$ cat src/rtl/mpe_seq_pkg.sv
// Shared types and sizing for the MPE weight sequencer.
// Sizing defaults to a 3x3 kernel of 8-bit weights.
package mpe_seq_pkg;

    function automatic int clog2w(input int n);
        return (n < 2) ? 1 : $clog2(n);
    endfunction

    localparam int BIN_LEN      = 8;
    localparam int KH           = 3;
    localparam int KW           = 3;

    localparam int MAX_INFLIGHT = 4;
    localparam int KSIZE        = KH * KW;
    localparam int IDX_W        = clog2w(KSIZE);
    localparam int INF_W        = clog2w(MAX_INFLIGHT + 1);
    localparam int ROW_W        = clog2w(KH);
    localparam int COL_W        = clog2w(KW);
    localparam int ENTRY_W      = BIN_LEN + 1;

    typedef enum logic [2:0] {
        IDLE,
        READY,
        ISSUE,
        FLUSH,
        DONE
    } state_t;

    typedef logic [IDX_W-1:0] idx_t;

endpackage

$ cat src/rtl/mpe_kernel_buffer.sv
// Kernel weight store: KSIZE entries of {abs, magnitude}, one synchronous write port
// and one combinational read port.
module mpe_kernel_buffer
    import mpe_seq_pkg::*;
(
    input  logic               clock,
    input  logic               wr_en,
    input  idx_t               wr_addr,
    input  logic [ENTRY_W-1:0] wr_data,
    input  idx_t               rd_addr,
    output logic [ENTRY_W-1:0] rd_data
);

    logic [ENTRY_W-1:0] mem [KSIZE];

    // NOTE: storage is deliberately not reset; contents are always reloaded before use.
    always_ff @(posedge clock) begin
        if (wr_en) begin
            mem[wr_addr] <= wr_data;
        end
    end

    assign rd_data = mem[rd_addr];

endmodule

$ cat src/rtl/mpe_weight_sequencer.sv
// Loads one kernel over valid/ready and streams it to an MPE with flow control.
// Define ZERO_SKIP_EN to skip zero-magnitude weights during issue.
module mpe_weight_sequencer
    import mpe_seq_pkg::*;
(
    input  logic               clock,
    input  logic               reset,
    input  logic               ld_valid,
    output logic               ld_ready,
    input  logic [BIN_LEN-1:0] ld_val,
    input  logic               ld_abs,
    input  logic [2:0]         cfg_stride,
    input  logic               start,
    input  logic               stall,
    input  logic               out_ready,
    output logic [BIN_LEN-1:0] weight_val,
    output logic               weight_abs,
    output logic [ROW_W-1:0]   weight_height,
    output logic [COL_W-1:0]   weight_width,
    output logic [2:0]         stride,
    output logic               mpe_enable,
    output logic               busy,
    output logic               done
);

    state_t             state;
    idx_t               ld_idx;
    idx_t               idx;
    logic [INF_W-1:0]   inflight;
    logic [ENTRY_W-1:0] rd_data;

    logic ld_fire;
    idx_t wr_addr;
    logic fire;
    logic dec;
    idx_t next_idx;
    logic has_next;
    idx_t first_idx;
    logic has_first;

    // start in READY takes priority over a reload beat
    assign ld_ready = (state == IDLE) || (state == READY && !start);
    assign ld_fire  = ld_valid && ld_ready;
    assign wr_addr  = (state == READY) ? '0 : ld_idx;
    assign busy     = (state == ISSUE) || (state == FLUSH) || (state == DONE);
    assign fire     = (state == ISSUE) && !stall && (inflight < INF_W'(MAX_INFLIGHT));
    assign dec      = out_ready && (inflight != '0);

    mpe_kernel_buffer u_buffer (
        .clock   (clock),
        .wr_en   (ld_fire),
        .wr_addr (wr_addr),
        .wr_data ({ld_abs, ld_val}),
        .rd_addr (idx),
        .rd_data (rd_data)
    );

`ifdef ZERO_SKIP_EN
    logic [KSIZE-1:0] nz_mask;

    // Lookahead over the nonzero mask keeps idx on a nonzero entry, so no bubbles.
    always_comb begin
        has_next  = 1'b0;
        next_idx  = '0;
        has_first = 1'b0;
        first_idx = '0;
        for (int i = KSIZE - 1; i >= 0; i--) begin
            if (nz_mask[i]) begin
                has_first = 1'b1;
                first_idx = idx_t'(i);
                if (i > int'(idx)) begin
                    has_next = 1'b1;
                    next_idx = idx_t'(i);
                end
            end
        end
    end

    always_ff @(posedge clock) begin
        if (reset) begin
            nz_mask <= '0;
        end else if (ld_fire) begin
            nz_mask[wr_addr] <= (ld_val != '0);
        end
    end
`else
    always_comb begin
        has_next  = (idx != idx_t'(KSIZE - 1));
        next_idx  = idx + idx_t'(1);
        has_first = 1'b1;
        first_idx = '0;
    end
`endif

    // NOTE: all state and output registers use non-blocking assignments in one clocked block.
    always_ff @(posedge clock) begin
        if (reset) begin
            state         <= IDLE;
            ld_idx        <= '0;
            idx           <= '0;
            inflight      <= '0;
            weight_val    <= '0;
            weight_abs    <= 1'b0;
            weight_height <= '0;
            weight_width  <= '0;
            stride        <= '0;
            mpe_enable    <= 1'b0;
            done          <= 1'b0;
        end else begin
            mpe_enable <= 1'b0;
            done       <= 1'b0;
            inflight   <= inflight + INF_W'(fire) - INF_W'(dec);

            case (state)
                IDLE, READY: begin
                    if (state == READY && start) begin
                        stride <= cfg_stride;
                        if (has_first) begin
                            idx   <= first_idx;
                            state <= ISSUE;
                        end else begin
                            state <= FLUSH;
                        end
                    end else if (ld_fire) begin
                        if (wr_addr == idx_t'(KSIZE - 1)) begin
                            ld_idx <= '0;
                            state  <= READY;
                        end else begin
                            ld_idx <= wr_addr + idx_t'(1);
                            state  <= IDLE;
                        end
                    end
                end

                ISSUE: begin
                    if (fire) begin
                        mpe_enable    <= 1'b1;
                        weight_val    <= rd_data[BIN_LEN-1:0];
                        weight_abs    <= rd_data[BIN_LEN];
                        weight_height <= ROW_W'(int'(idx) / KW);
                        weight_width  <= COL_W'(int'(idx) % KW);
                        if (has_next) begin
                            idx <= next_idx;
                        end else begin
                            state <= FLUSH;
                        end
                    end
                end

                FLUSH: begin
                    if (inflight == '0) begin
                        state <= DONE;
                        done  <= 1'b1;
                    end
                end

                DONE: begin
                    state <= READY;
                end

                default: begin
                    state <= IDLE;
                end
            endcase
        end
    end

endmodule

$ cat config.mk
export PLATFORM = sky130hd
export DESIGN_NAME = mpe_weight_sequencer
export DESIGN_NICKNAME = d
export VERILOG_FILES = /design/src/rtl/mpe_seq_pkg.sv /design/src/rtl/mpe_kernel_buffer.sv /design/src/rtl/mpe_weight_sequencer.sv
export SDC_FILE = /design/constraint.sdc
export NUM_CORES = 1
export LEC_CHECK = 0
export CORE_UTILIZATION = 61
export DETAILED_ROUTE_END_ITERATION = 10
export DONT_BUFFER_PORTS = 1
export PLACE_DENSITY = 0.77
export SLEW_MARGIN = 20
export SYNTH_ARGS = -nofsm -noshare
export SYNTH_HDL_FRONTEND = slang
export SYNTH_HIERARCHICAL = 1
export SYNTH_SLANG_ARGS = --single-unit
$ cat constraint.sdc
create_clock -name clock -period 4.25 [get_ports clock]
set_clock_uncertainty 0.15 [all_clocks]
set_input_delay 0.6375 -clock clock [delete_from_list [all_inputs] [get_ports clock]]
set_output_delay 0.6375 -clock clock [all_outputs]
set_load 0.1 [all_outputs]
### Word-level counts from Yosys, hierarchy flattened

Memory sizes are Yosys's and may differ from the RTL's. A register that Yosys moved wholly into a read port is not among the register bits.
Index checks and enable logic that the tools add are counted.

* order comparisons: 1
* reductions and logical operators: 23
* bitwise gates (word level): 3
* divide/modulo/power cells: 2
* add/sub/neg operators: 4
* equality and inequality tests: 12
* multiplexer cells: 17

Operators with widths (count)
* 5-bit by 3-bit divider with 32-bit output (second input constant): 1
* 5-bit by 3-bit remainder unit with 32-bit output (second input constant): 1
* 4-bit two-way mux: 5
* 3-bit two-way mux: 5
* 3-bit one-hot mux with 4 select lines: 1
* 4-bit by 1-bit adder with 4-bit output (second input constant): 2
* 2-bit inequality test (second input constant): 4
* 4-bit one-hot mux with 2 select lines: 1
* 4-bit AND reduction: 2
* 3-bit by 2-bit == test with 1-bit output (second input constant): 2
* 1-bit logical AND: 6
* 3-bit zero test: 2
* 2-bit OR reduction: 3
* 1-bit two-way mux: 5
* 4-bit == test (second input constant): 1
* 4-bit inequality test (second input constant): 1
* 2-bit AND reduction: 2
* 3-bit by 1-bit adder with 3-bit output: 1
* 3-bit by 1-bit == test with 1-bit output (second input constant): 1
* 3-bit == test (second input constant): 1
* 1-bit logical OR: 3
* 3-bit < comparator (second input constant): 1
* 3-bit inequality test (second input constant): 1
* 1-bit NOT: 3
* other kinds (6): 7

* memory bits (writable): 81
* output and inout bits: 20
* logic and storage cells: 72
* flip-flop bits (word level): 23
* input bits: 18
* memories kept: 1

Memory list
* u_buffer.mem: words 9, bits a word 9, rd ports 1, clocked after Yosys merged registers in 1, wr ports 1, RTL line mpe_kernel_buffer.sv:14 `logic [ENTRY_W-1:0] mem [KSIZE];`

### Longest topological paths before layout

Gate-level depths: netlist (run 1).

* depth after elaboration: 7
* mapped depth: 13

### Hierarchy

Netlist (run 1), hierarchy kept.

Modules (own cells, without submodules)
* mpe_kernel_buffer: seq. area each 2432.3 um^2, cells each 180, area each 3268.1 um^2, times used 1
* mpe_weight_sequencer: seq. area each 640.6 um^2, cells each 190, area each 1614.0 um^2, times used 1

### Worst setup path before layout (run 1)

OpenSTA, ideal clock, no wires.

* path kind: register to output
* start point: register state[0]
* end point: output busy
* data required time: 3.462 ns
* slack: 0.750 ns
* cell stages (with the launch flop): 4
* arrival time: 2.712 ns
* buffers on the path: 1
* cells stage by stage: dfxtp_1 > buf_4 > nand2b_1 > o21ai_0

* longest elaborated chain between the ends: 3

Ends and longest elaborated chain
* start, declared: RTL line mpe_weight_sequencer.sv:26 `state_t state;`
* start signal, assigned: RTL line mpe_weight_sequencer.sv:98 `state <= IDLE;`
* start signal, assigned: RTL line mpe_weight_sequencer.sv:120 `state <= ISSUE;`
* start signal, assigned: RTL line mpe_weight_sequencer.sv:122 `state <= FLUSH;`
* 3-bit by 2-bit == test with 1-bit output: RTL line mpe_weight_sequencer.sv:45 `assign busy = (state == ISSUE) || (state == FLUSH) || (state == DONE);`
* 1-bit logical OR: RTL line mpe_weight_sequencer.sv:45
* 1-bit logical OR *: RTL line mpe_weight_sequencer.sv:45
* end, declared: RTL line mpe_weight_sequencer.sv:22 `output logic busy,`

Every way passes the cells marked *; elsewhere a longest branch is shown, timed or not.

### Final worst setup path (run 1)

* start point: register state[1]
* end point: register inflight[2]

* longest elaborated chain between the ends: 5

Ends and longest elaborated chain
* 3-bit by 2-bit == test with 1-bit output: RTL line mpe_weight_sequencer.sv:46 `assign fire = (state == ISSUE) && !stall && (inflight < INF_W'(MAX_INFLIGHT));`
* 1-bit logical AND (2 in series): RTL line mpe_weight_sequencer.sv:46
* 3-bit by 1-bit adder with 3-bit output: RTL line mpe_weight_sequencer.sv:112 `inflight <= inflight + INF_W'(fire) - INF_W'(dec);`
* 3-bit by 1-bit subtractor with 3-bit output: RTL line mpe_weight_sequencer.sv:112
* end signal, assigned: RTL line mpe_weight_sequencer.sv:112
* end, declared: RTL line mpe_weight_sequencer.sv:29 `logic [INF_W-1:0] inflight;`

Every way passes these cells.
A chain may end at the register's enable or synchronous reset.

==> results of run 1 <==
[through the flow]
stage	worst slack [ns]	utilization, %
finish	1.28	71.3
global route	1.09	71.3
CTS	1.28	71.3
detailed placement	1.27	64.0
global placement	1.37	64.0
floorplan	0.750	-
[final timing paths]
kind | to | slack [ns] | cells after the start
worst min register to register | ld_idx[1]$_SDFFE_PP0P_ | 0.33 | 2
worst max-delay path | inflight[2]$_SDFF_PP0_ | 1.28 | 12
worst max register to register | inflight[2]$_SDFF_PP0_ | 1.28 | 12
worst min-delay path | weight_height[1]$_SDFFE_PP0P_ | 0.04 | 1
[flip-flops by register name, indices dropped and copies added, names as in the netlist]
name,count
mpe_enable,1
weight_abs,1
weight_width,2
done,1
u_buffer/mem,81
stride,3
state,3
inflight,3
weight_height,2
idx,4
ld_idx,4
weight_val,8
[area by class of cell]
class | count | area, um^2
clock buffer | 18 | 418
clock inverter | 14 | 141
fill | 512 | 2220
inverter | 11 | 41.3
multi-input combinational | 227 | 1650
sequential | 113 | 3070
tap | 102 | 128
timing repair buffer | 7 | 52.6
[worst max-delay path: stages (launching register included)]
cell      delay [ns]
dfxtp_1         0.56
nand2b_4        0.13
nor4_4          0.15
buf_4           0.26
inv_1           0.27
ha_1            0.37
inv_1           0.05
ha_1            0.13
inv_1           0.05
fa_1            0.37
xor2_1          0.18
xnor2_1         0.14
nor2_1          0.06
[routing by layer]
metal | share of wire (%) | global-route usage (%) | vias to the layer above
li1 | - | - | 1396
met1 | 41 | 34.4 | 1431
met2 | 51 | 41.8 | 84
met3 | 5.8 | 7.87 | 16
met4 | 2.1 | 10.6 | 0
met5 | 0 | 0 | -
[cells in the final DEF (no fill, tap or decap), drive strengths merged, types with 2 or more instances in the layout]
cell and count:
nor4 3, buf 7, clkinv 5, nor2 20, a211o 2, or3b 2
a21oi 19, and2 4, o22ai 10, a22o 9, nor2b 3, ha 11
nor3b 5, clkbuf 18, bufinv 2, o31ai 9, nand3b 3, nand2b 6
o21ai 6, mux2i 22, mux2 18, edfxtp 81, nand2 44, xnor2 2
inv 12, xor2 2, dfxtp 32, nor3 10, clkinvlp 6
[power groups by stage]
| stage | registers (mW) | logic [mW] | clock network, mW |
|---|---|---|---|
| detailed placement | 1.25 | 0.100 | 0 |
| finish | 1.23 | 0.103 | 1.32 |
| global placement | 1.25 | 0.0966 | 0 |
| CTS | 1.23 | 0.103 | 1.33 |
| floorplan | 1.25 | 0.0829 | 0 |
| global route | 1.23 | 0.116 | 1.38 |
[kinds of logic after synthesis]
kind of cell	synth area share, %
xor gates and xnor gates	0.718
AOI/OAI and AO/OA	9.84
buffers and inverters	3.31
adders and majority gates	3.23
muxes	8.66
DFF	62.9
and+or+nand+nor	11.3
==> impl_metrics.csv, run 1 <==
group,metric,value,unit
setup_path,required,4.50,ns
pwr,clockPowerShare,49.7,%
cts,cts_hold_buf,0,
grt,antenna_found_initial,0,
placement,port_buffers,0,
synthesis,synth_top_area_cell,"edfxtp_1",
route,wl_per_cell,20.5,um
route,first_pass_iters,4,
final_layout,fin_nets,407,
setup_path,cp-startpoint,"state[1]$_SDFFE_PP0P_",
hold_path,hp-class,"input pin to flop",
pwr,p_total,2.65,mW
setup_path,crit_fanout,18,
setup_path,cp-start-kind,"flop",
synthesis,synth_most_common_cell,"edfxtp_1",
grt,grt-ovfl-total,0,
timing,setup_violations,0,
synthesis,syn_nets,400,
timing,rsz0062_at_grt,"false",
setup_path,cp.arrival,3.22,ns
synthesis,syn_inst,370,
pwr,power_switching_share,21.2,%
synthesis,avgSynthCellArea,13.2,um^2
placement,gp_congestion,0.780,
timing,setup_tns,0,ns
timing,hold_viol_final,0,
floorplanning,pin_count,38,
floorplanning,row_count,32,
route,vias,2927,
final_layout,fin_area,5510,um^2
pwr,ir_drop,365,uV
synthesis,synth_seq_area_share,62.9,%
cts,ctsResizeCount,0,
cts,cts_setup_buffers,0,
grt,grt_max_degree,42,
floorplanning,die_area,8360,um^2
placement,placedCellCount,460,
synthesis,ys_ff_latch,113,
timing,worstMarginPinSlew,1.09,ns
synthesis,ys_top_cells_by_area,"edfxtp_1, dfxtp_1, mux2i_1",
synthesis,ys_types,54,
synthesis,synth-main-ff-cell,"edfxtp_1",
synthesis,syn_area,4880,um^2
route,route.detailed.drc,0,
pwr,internal_power,2.09,mW
pwr,power.switching,0.562,mW
cts,cts_tree,"built",
synthesis,synth_warnings,6,
floorplanning,start_util,63.2,%
synthesis,synth_edf_count,81,
route,via_per_inst,5.95,
timing,drv_slew,0,
cts,clk_pin_slew,0.06,ns
cts,clkLatencyLatePin,0.51,ns
setup_path,end_kind,"flop",
synthesis,post_synth_most_frequent_cells,"edfxtp_1, nand2_1, dfxtp_1, mux2i_1, nor2_1",
cts,numCtsBuffers,17,
setup_path,r2r_start,"state[1]$_SDFFE_PP0P_",
route,wl,10100,um
placement,place_area,4950,um^2
timing,finalCritPeriodShare,69.8,%
cts,cts_sinks,113,
timing,slew_headroom,27.6,%
final_layout,fin_cells,492,
final_layout,final_layout_size_suffix_gt1_share,15.1,%
timing,fmax,337,MHz
grt,grt_pass1_vias,2928,
cts,cts-root-buf,"clkbuf_8",
job,drv_cap,0,
pwr,cellLeakagePower,1.86,nW
synthesis,synth_top_cell_area_share,49.8,%
cts,clock_path_buffers,2,
timing,min_period,2.97,ns
cts,cts_max_level,4,
status,outcome,"finished clean",
placement,hpwlAfterDp,6410,um
floorplanning,core,7730,um^2
floorplanning,die_y,91.5,um
timing,holdWs,0.0398,ns
route,antenna_left,0,
floorplanning,die_width,91.5,um
pwr,p_seq_share,46.4,%
grt,grt_first_pass_wirelength,15800,um
setup_path,critical_path_class,"flop to flop",
final_layout,area_growth,12.8,%
pwr,pwr-share-comb,3.9,%
route,drt_iter0_markers,307,
final_layout,diodes,0,
pwr,p_per_area,481,nW/um^2
hold_path,min_from,"reset",
synthesis,async_flop_share,0,%
grt,grt_util_all_layers,26.5,%
Note: power is estimated with default switching activity, not from simulation.
==> inputs of run 2 (changes only) <==
- CORE_UTILIZATION: 61 -> 57
- PLACE_DENSITY: 0.77 -> 0.75
- clock period: 4.25 -> 2.6 ns (I/O delays scaled with it)
==> run 2 against run 1 <==
  * The flow now finishes with violations (setup timing)
  * Final area is 11% higher
  * Cell count is 11% higher
  * Via count is 8.1% higher
  * Count of clock-buffer cells in the layout stayed put
  * Critical path depth is 4 lower
  * Clock power is 78% higher
  * Wire length is 6.9% higher
  * Flip-flop and latch count stayed put
  * Critical endpoint is now weight_width[0]$_SDFFE_PP0P_
==> impl_metrics.csv, run 2 (same netlist as run 1, synthesis figures left out) <==
group,metric,value,unit
grt,grt_pass1_vias,3222,
placement,placedCellCount,495,
job,drv_cap,0,
timing,drv_slew,0,
timing,hold_viol_final,0,
setup_path,slowest_stage,"or3b_4",
final_layout,largest_reg_flops,81,
cts,cts_max_level,4,
pwr,power.switching,0.952,mW
final_layout,fin_nets,458,
floorplanning,start_util,59.1,%
cts,cts-root-buf,"clkbuf_8",
floorplanning,pin_count,38,
floorplanning,die_area,8940,um^2
floorplanning,die_width,94.6,um
timing,setup_tns,-0.0282,ns
pwr,p_seq_share,43.7,%
timing,setup_ws,-0.0282,ns
status,violations,"setup timing",
timing,finalCritPeriodShare,101,%
cts,cts_tree,"built",
timing,holdWs,0.0785,ns
route,route.detailed.drc,0,
floorplanning,row_count,33,
placement,hpwlAfterDp,6180,um
timing,rsz0062_at_grt,"true",
placement,gp_congestion,0.788,
setup_path,cp-start-kind,"flop",
cts,clk_pin_slew,0.06,ns
pwr,clockPowerShare,51.3,%
timing,min_period,2.63,ns
route,drt_iter0_markers,141,
final_layout,final_common_cell,"edfxtp_1",
timing,setup_violations,1,
cts,cts_sinks,113,
setup_path,r2r_start,"idx[3]$_SDFFE_PP0P_",
pwr,power_switching_share,20.8,%
route,vias,3164,
cts,clock_path_buffers,2,
setup_path,critical_path_class,"flop to flop",
route,wl,10800,um
setup_path,cp-startpoint,"idx[3]$_SDFFE_PP0P_",
setup_path,reg2reg_to,"weight_width[0]$_SDFFE_PP0P_",
cts,numCtsBuffers,17,
setup_path,crit_family,"simple AND/OR/NAND/NOR gates",
grt,grt_util_all_layers,25.9,%
final_layout,fin_cells,546,
hold_path,min_from,"reset",
setup_path,r2r_cells,8,
route,wl_per_cell,19.8,um
final_layout,diodes,0,
setup_path,slowest_delay,0.40,ns
final_layout,area_growth,25.7,%
hold_path,hold_path_depth,2,
route,first_pass_iters,4,
status,outcome,"finished, violations left",
route,antenna_left,0,
final_layout,top_register,"u_buffer/mem",
timing,fmax,380,MHz
placement,port_buffers,0,
grt,grt_max_degree,42,
final_layout,top_regs,"u_buffer/mem x81, weight_val x8",
hold_path,hold_path_end,"weight_width[0]$_SDFFE_PP0P_",
setup_path,cp_cell_sequence,"ha_4, o21ai_2, ha_4, or3b_4, a211o_1, or2_4, nor4_4, a211o_1",
setup_path,end_kind,"flop",
pwr,pwr-share-comb,5.0,%
setup_path,cp.arrival,2.93,ns
final_layout,fillers,519,
route,via_per_inst,5.79,
pwr,internal_power,3.64,mW
setup_path,required,2.91,ns
setup_path,crit_fanout,6,
final_layout,layout_common_cells,"edfxtp_1, nand2_1, buf_4, dfxtp_1, mux2i_1",
pwr,p_per_area,748,nW/um^2
timing,slew_headroom,38.0,%
cts,clkLatencyLatePin,0.51,ns
final_layout,final_layout_size_suffix_gt1_share,26.3,%
floorplanning,die_y,94.6,um
floorplanning,core,8260,um^2
setup_path,rrSetupSlack,-0.03,ns
timing,worstMarginPinSlew,0.925,ns
pwr,ir_drop,598,uV
grt,antenna_found_initial,0,
setup_path,path_buf_inv,0,
pwr,cellLeakagePower,2.16,nW
grt,grt_first_pass_wirelength,16500,um
hold_path,hp-class,"input pin to flop",
grt,grt-ovfl-total,0,
## run 2: timing repair
item / in CTS / in global routing
hold buffers: 17 / 1
endpoints found under the hold margin: 113 / 1
buffers inserted: 0 / 1
setup endpoints to repair: 2 / 12
resized for setup: 3 / 21
pin swaps: 0 / 6
## run 2: power by group through the flow
| stage | logic [mW] | clock network [mW] | registers, mW |
|---|---|---|---|
| floorplan | 0.145 | 0 | 2.04 |
| global placement | 0.173 | 0 | 2.04 |
| detailed placement | 0.182 | 0 | 2.04 |
| CTS | 0.229 | 2.39 | 2.00 |
| global route | 0.255 | 2.46 | 2.01 |
| finish | 0.231 | 2.35 | 2.00 |
## run 2: area by class of cell
cell class,count,area (um^2),area share (%)
clock inverter,14,188,3.06
timing repair buffer,58,494,8.05
inverter,11,50.0,0.815
sequential,113,3080,50.2
multi-input combinational,227,1770,28.9
tap,105,131,2.14
clock buffer,18,418,6.81
## run 2: per-layer routing
metal | GRT usage [%] | share of wire, % | vias to the layer above
met5 | 0 | 0 | -
met4 | 12.8 | 2.6 | 0
met3 | 6.36 | 5.2 | 22
met2 | 42.2 | 52 | 92
met1 | 32.2 | 40 | 1547
li1 | - | - | 1503
## run 2: through the flow
stage                     power [mW]  area [um^2]  setup slack [ns]  util (%)
after CTS                       4.62         6020            0.0267      72.9
after floorplan                 2.18         4940            -0.145         -
after global routing            4.72         6140           -0.0919      74.3
final                           4.59         6140           -0.0282      74.3
after global placement          2.21         5230             0.152      63.3
after detailed placement        2.22         5230            0.0155      63.3
## run 2: how the worst max path moves through the flow
stage / to / slack (ns) / cells past startpoint
after floorplan: u_buffer/mem[2][0]$_DFFE_PP_ / -0.14 / 8
after global placement: weight_width[0]$_SDFFE_PP0P_ / 0.15 / 9
after detailed placement: weight_width[0]$_SDFFE_PP0P_ / 0.02 / 10
after CTS: weight_width[0]$_SDFFE_PP0P_ / 0.03 / 7
after global routing: weight_width[0]$_SDFFE_PP0P_ / -0.09 / 8
final: weight_width[0]$_SDFFE_PP0P_ / -0.03 / 8
## run 2: worst reg2reg max path, cell delays in order, from the launching register on
cell	delay, ns
dfxtp_2	0.39
ha_4	0.32
o21ai_2	0.07
ha_4	0.28
or3b_4	0.40
a211o_1	0.33
or2_4	0.27
nor4_4	0.25
a211o_1	0.12
==> inputs of run 3 (changes only) <==
- SLEW_MARGIN: 20 -> 40
==> run 3 against run 2 <==
  * The flow now finishes without violations
  * Combinational power is essentially flat
  * Die area is the same
  * Non-clock buffer count is the same
  * Total power is 2.0% higher
  * Flip-flop and latch count unchanged
  * Sequential share of layout area hardly changed
  * Critical path type unchanged
  * Sequential power barely moved
  * Largest cell class unchanged
==> impl_metrics.csv, run 3 (same netlist as run 1, synthesis figures left out) <==
group,metric,value,unit
status,outcome,"finished clean",
final_layout,largest_reg_flops,81,
grt,grt_max_degree,42,
cts,cts-root-buf,"clkbuf_8",
setup_path,slowest_stage,"or3b_4",
pwr,pwr-share-comb,4.9,%
setup_path,path_buf_inv,2,
floorplanning,pin_count,38,
placement,place_area,5240,um^2
final_layout,diodes,0,
timing,hold_viol_final,0,
job,drv_cap,0,
route,via_per_inst,5.86,
placement,gp_congestion,0.788,
setup_path,required,2.85,ns
pwr,power.switching,0.948,mW
final_layout,final_layout_size_suffix_gt1_share,26.3,%
pwr,power_switching_share,20.3,%
grt,grt_util_all_layers,25.8,%
cts,clock_path_buffers,2,
setup_path,slowest_delay,0.38,ns
timing,drv_slew,0,
grt,grt_first_pass_wirelength,16600,um
placement,hpwlAfterDp,6210,um
pwr,p_seq_share,42.8,%
setup_path,cp.arrival,2.82,ns
cts,clk_pin_slew,0.06,ns
route,first_pass_iters,4,
setup_path,cp_cell_sequence,"inv_2, nor2_4, ha_4, inv_1, ha_1, or3b_4, a211o_1, or2_4, o211ai_1, a21oi_1",
cts,numCtsBuffers,17,
final_layout,top_regs,"u_buffer/mem x81, weight_val x8",
placement,port_buffers,0,
final_layout,fin_nets,458,
timing,setup_violations,0,
setup_path,crit_family,"simple AND/OR/NAND/NOR gates",
floorplanning,die_width,94.6,um
floorplanning,die_y,94.6,um
cts,cts_sinks,113,
final_layout,fin_area,6140,um^2
grt,grt_pass1_vias,3261,
route,wl,10700,um
route,vias,3202,
grt,antenna_found_initial,0,
cts,cts_tree,"built",
final_layout,layout_common_cells,"edfxtp_1, nand2_1, buf_4, dfxtp_1, mux2i_1",
route,wl_per_cell,19.5,um
floorplanning,core,8260,um^2
timing,worstMarginPinSlew,0.635,ns
pwr,clockPowerShare,52.2,%
cts,cts_max_level,4,
setup_path,cp-start-kind,"flop",
grt,grt-ovfl-total,0,
setup_path,end_kind,"flop",
final_layout,top_register,"u_buffer/mem",
route,antenna_left,0,
cts,clkLatencyLatePin,0.51,ns
floorplanning,die_area,8940,um^2
timing,fmax,389,MHz
pwr,cellLeakagePower,2.16,nW
timing,finalCritPeriodShare,98.8,%
setup_path,crit_fanout,5,
final_layout,finalCoreUtilization,74.3,%
setup_path,critical_path_class,"flop to flop",
hold_path,hp-class,"input pin to flop",
floorplanning,row_count,33,
timing,slew_headroom,57.6,%
floorplanning,start_util,59.1,%
final_layout,fillers,519,
route,drt_iter0_markers,206,
timing,min_period,2.57,ns
pwr,p_total,4.68,mW
final_layout,area_growth,25.7,%
final_layout,final_common_cell,"edfxtp_1",
pwr,p_per_area,763,nW/um^2
pwr,ir_drop,597,uV
route,route.detailed.drc,0,
pwr,internal_power,3.73,mW
run 3: path summary, 6_finish.rpt:
path                                   start                            to  slack (ns)  cells after the start
hold reg to reg   weight_val[3]$_SDFFE_PP0P_    weight_val[3]$_SDFFE_PP0P_        0.31                      2
setup / recovery         idx[2]$_SDFFE_PP0P_  weight_width[1]$_SDFFE_PP0P_        0.03                     10
setup reg to reg         idx[2]$_SDFFE_PP0P_  weight_width[1]$_SDFFE_PP0P_        0.03                     10
hold / removal                         reset  weight_width[0]$_SDFFE_PP0P_        0.05                      2
run 3: repair_timing:
item                                    CTS  global route
endpoints found under the setup margin    2             3
endpoints found under the hold margin   113             0
pin swaps                                 0             5
gates resized for setup                   2            13
hold buffers                             17             0
buffers inserted                          0             2
run 3: layout make-up:
class	count	area [um^2]	area share, %
Timing Repair Buffer	58	488	7.95
Inverter	11	45.0	0.734
Clock inverter	14	211	3.45
Clock buffer	18	418	6.81
Sequential cell	113	3080	50.2
Multi-Input combinational cell	227	1760	28.7
Tap cell	105	131	2.14
run 3: power by group through the flow:
stage / sequential (mW) / combinational [mW] / clock [mW]
after floorplan: 2.04 / 0.145 / 0
after global placement: 2.04 / 0.173 / 0
after detailed placement: 2.04 / 0.184 / 0
after CTS: 2.01 / 0.231 / 2.48
after global routing: 2.01 / 0.257 / 2.55
final: 2.00 / 0.231 / 2.44
run 3: metrics by stage:
stage	TNS (ns)	setup WS [ns]	hold WS, ns	std cells
global placement	0	0.152	0.290	495
detailed placement	0	0.0110	0.298	495
floorplan	-4.79	-0.145	0.300	370
global route	-0.0425	-0.0324	0.0441	546
finish	0	0.0324	0.0545	546
CTS	0	0.00846	0.0348	544
run 3: routing by layer:
layer | vias to the layer above | part of all wire [%] | GRT usage (%)
met5 | - | 0 | 0
met4 | 0 | 2.0 | 12.5
met3 | 19 | 6.7 | 7.00
met2 | 101 | 51 | 42.4
met1 | 1583 | 40 | 31.6
li1 | 1499 | - | -
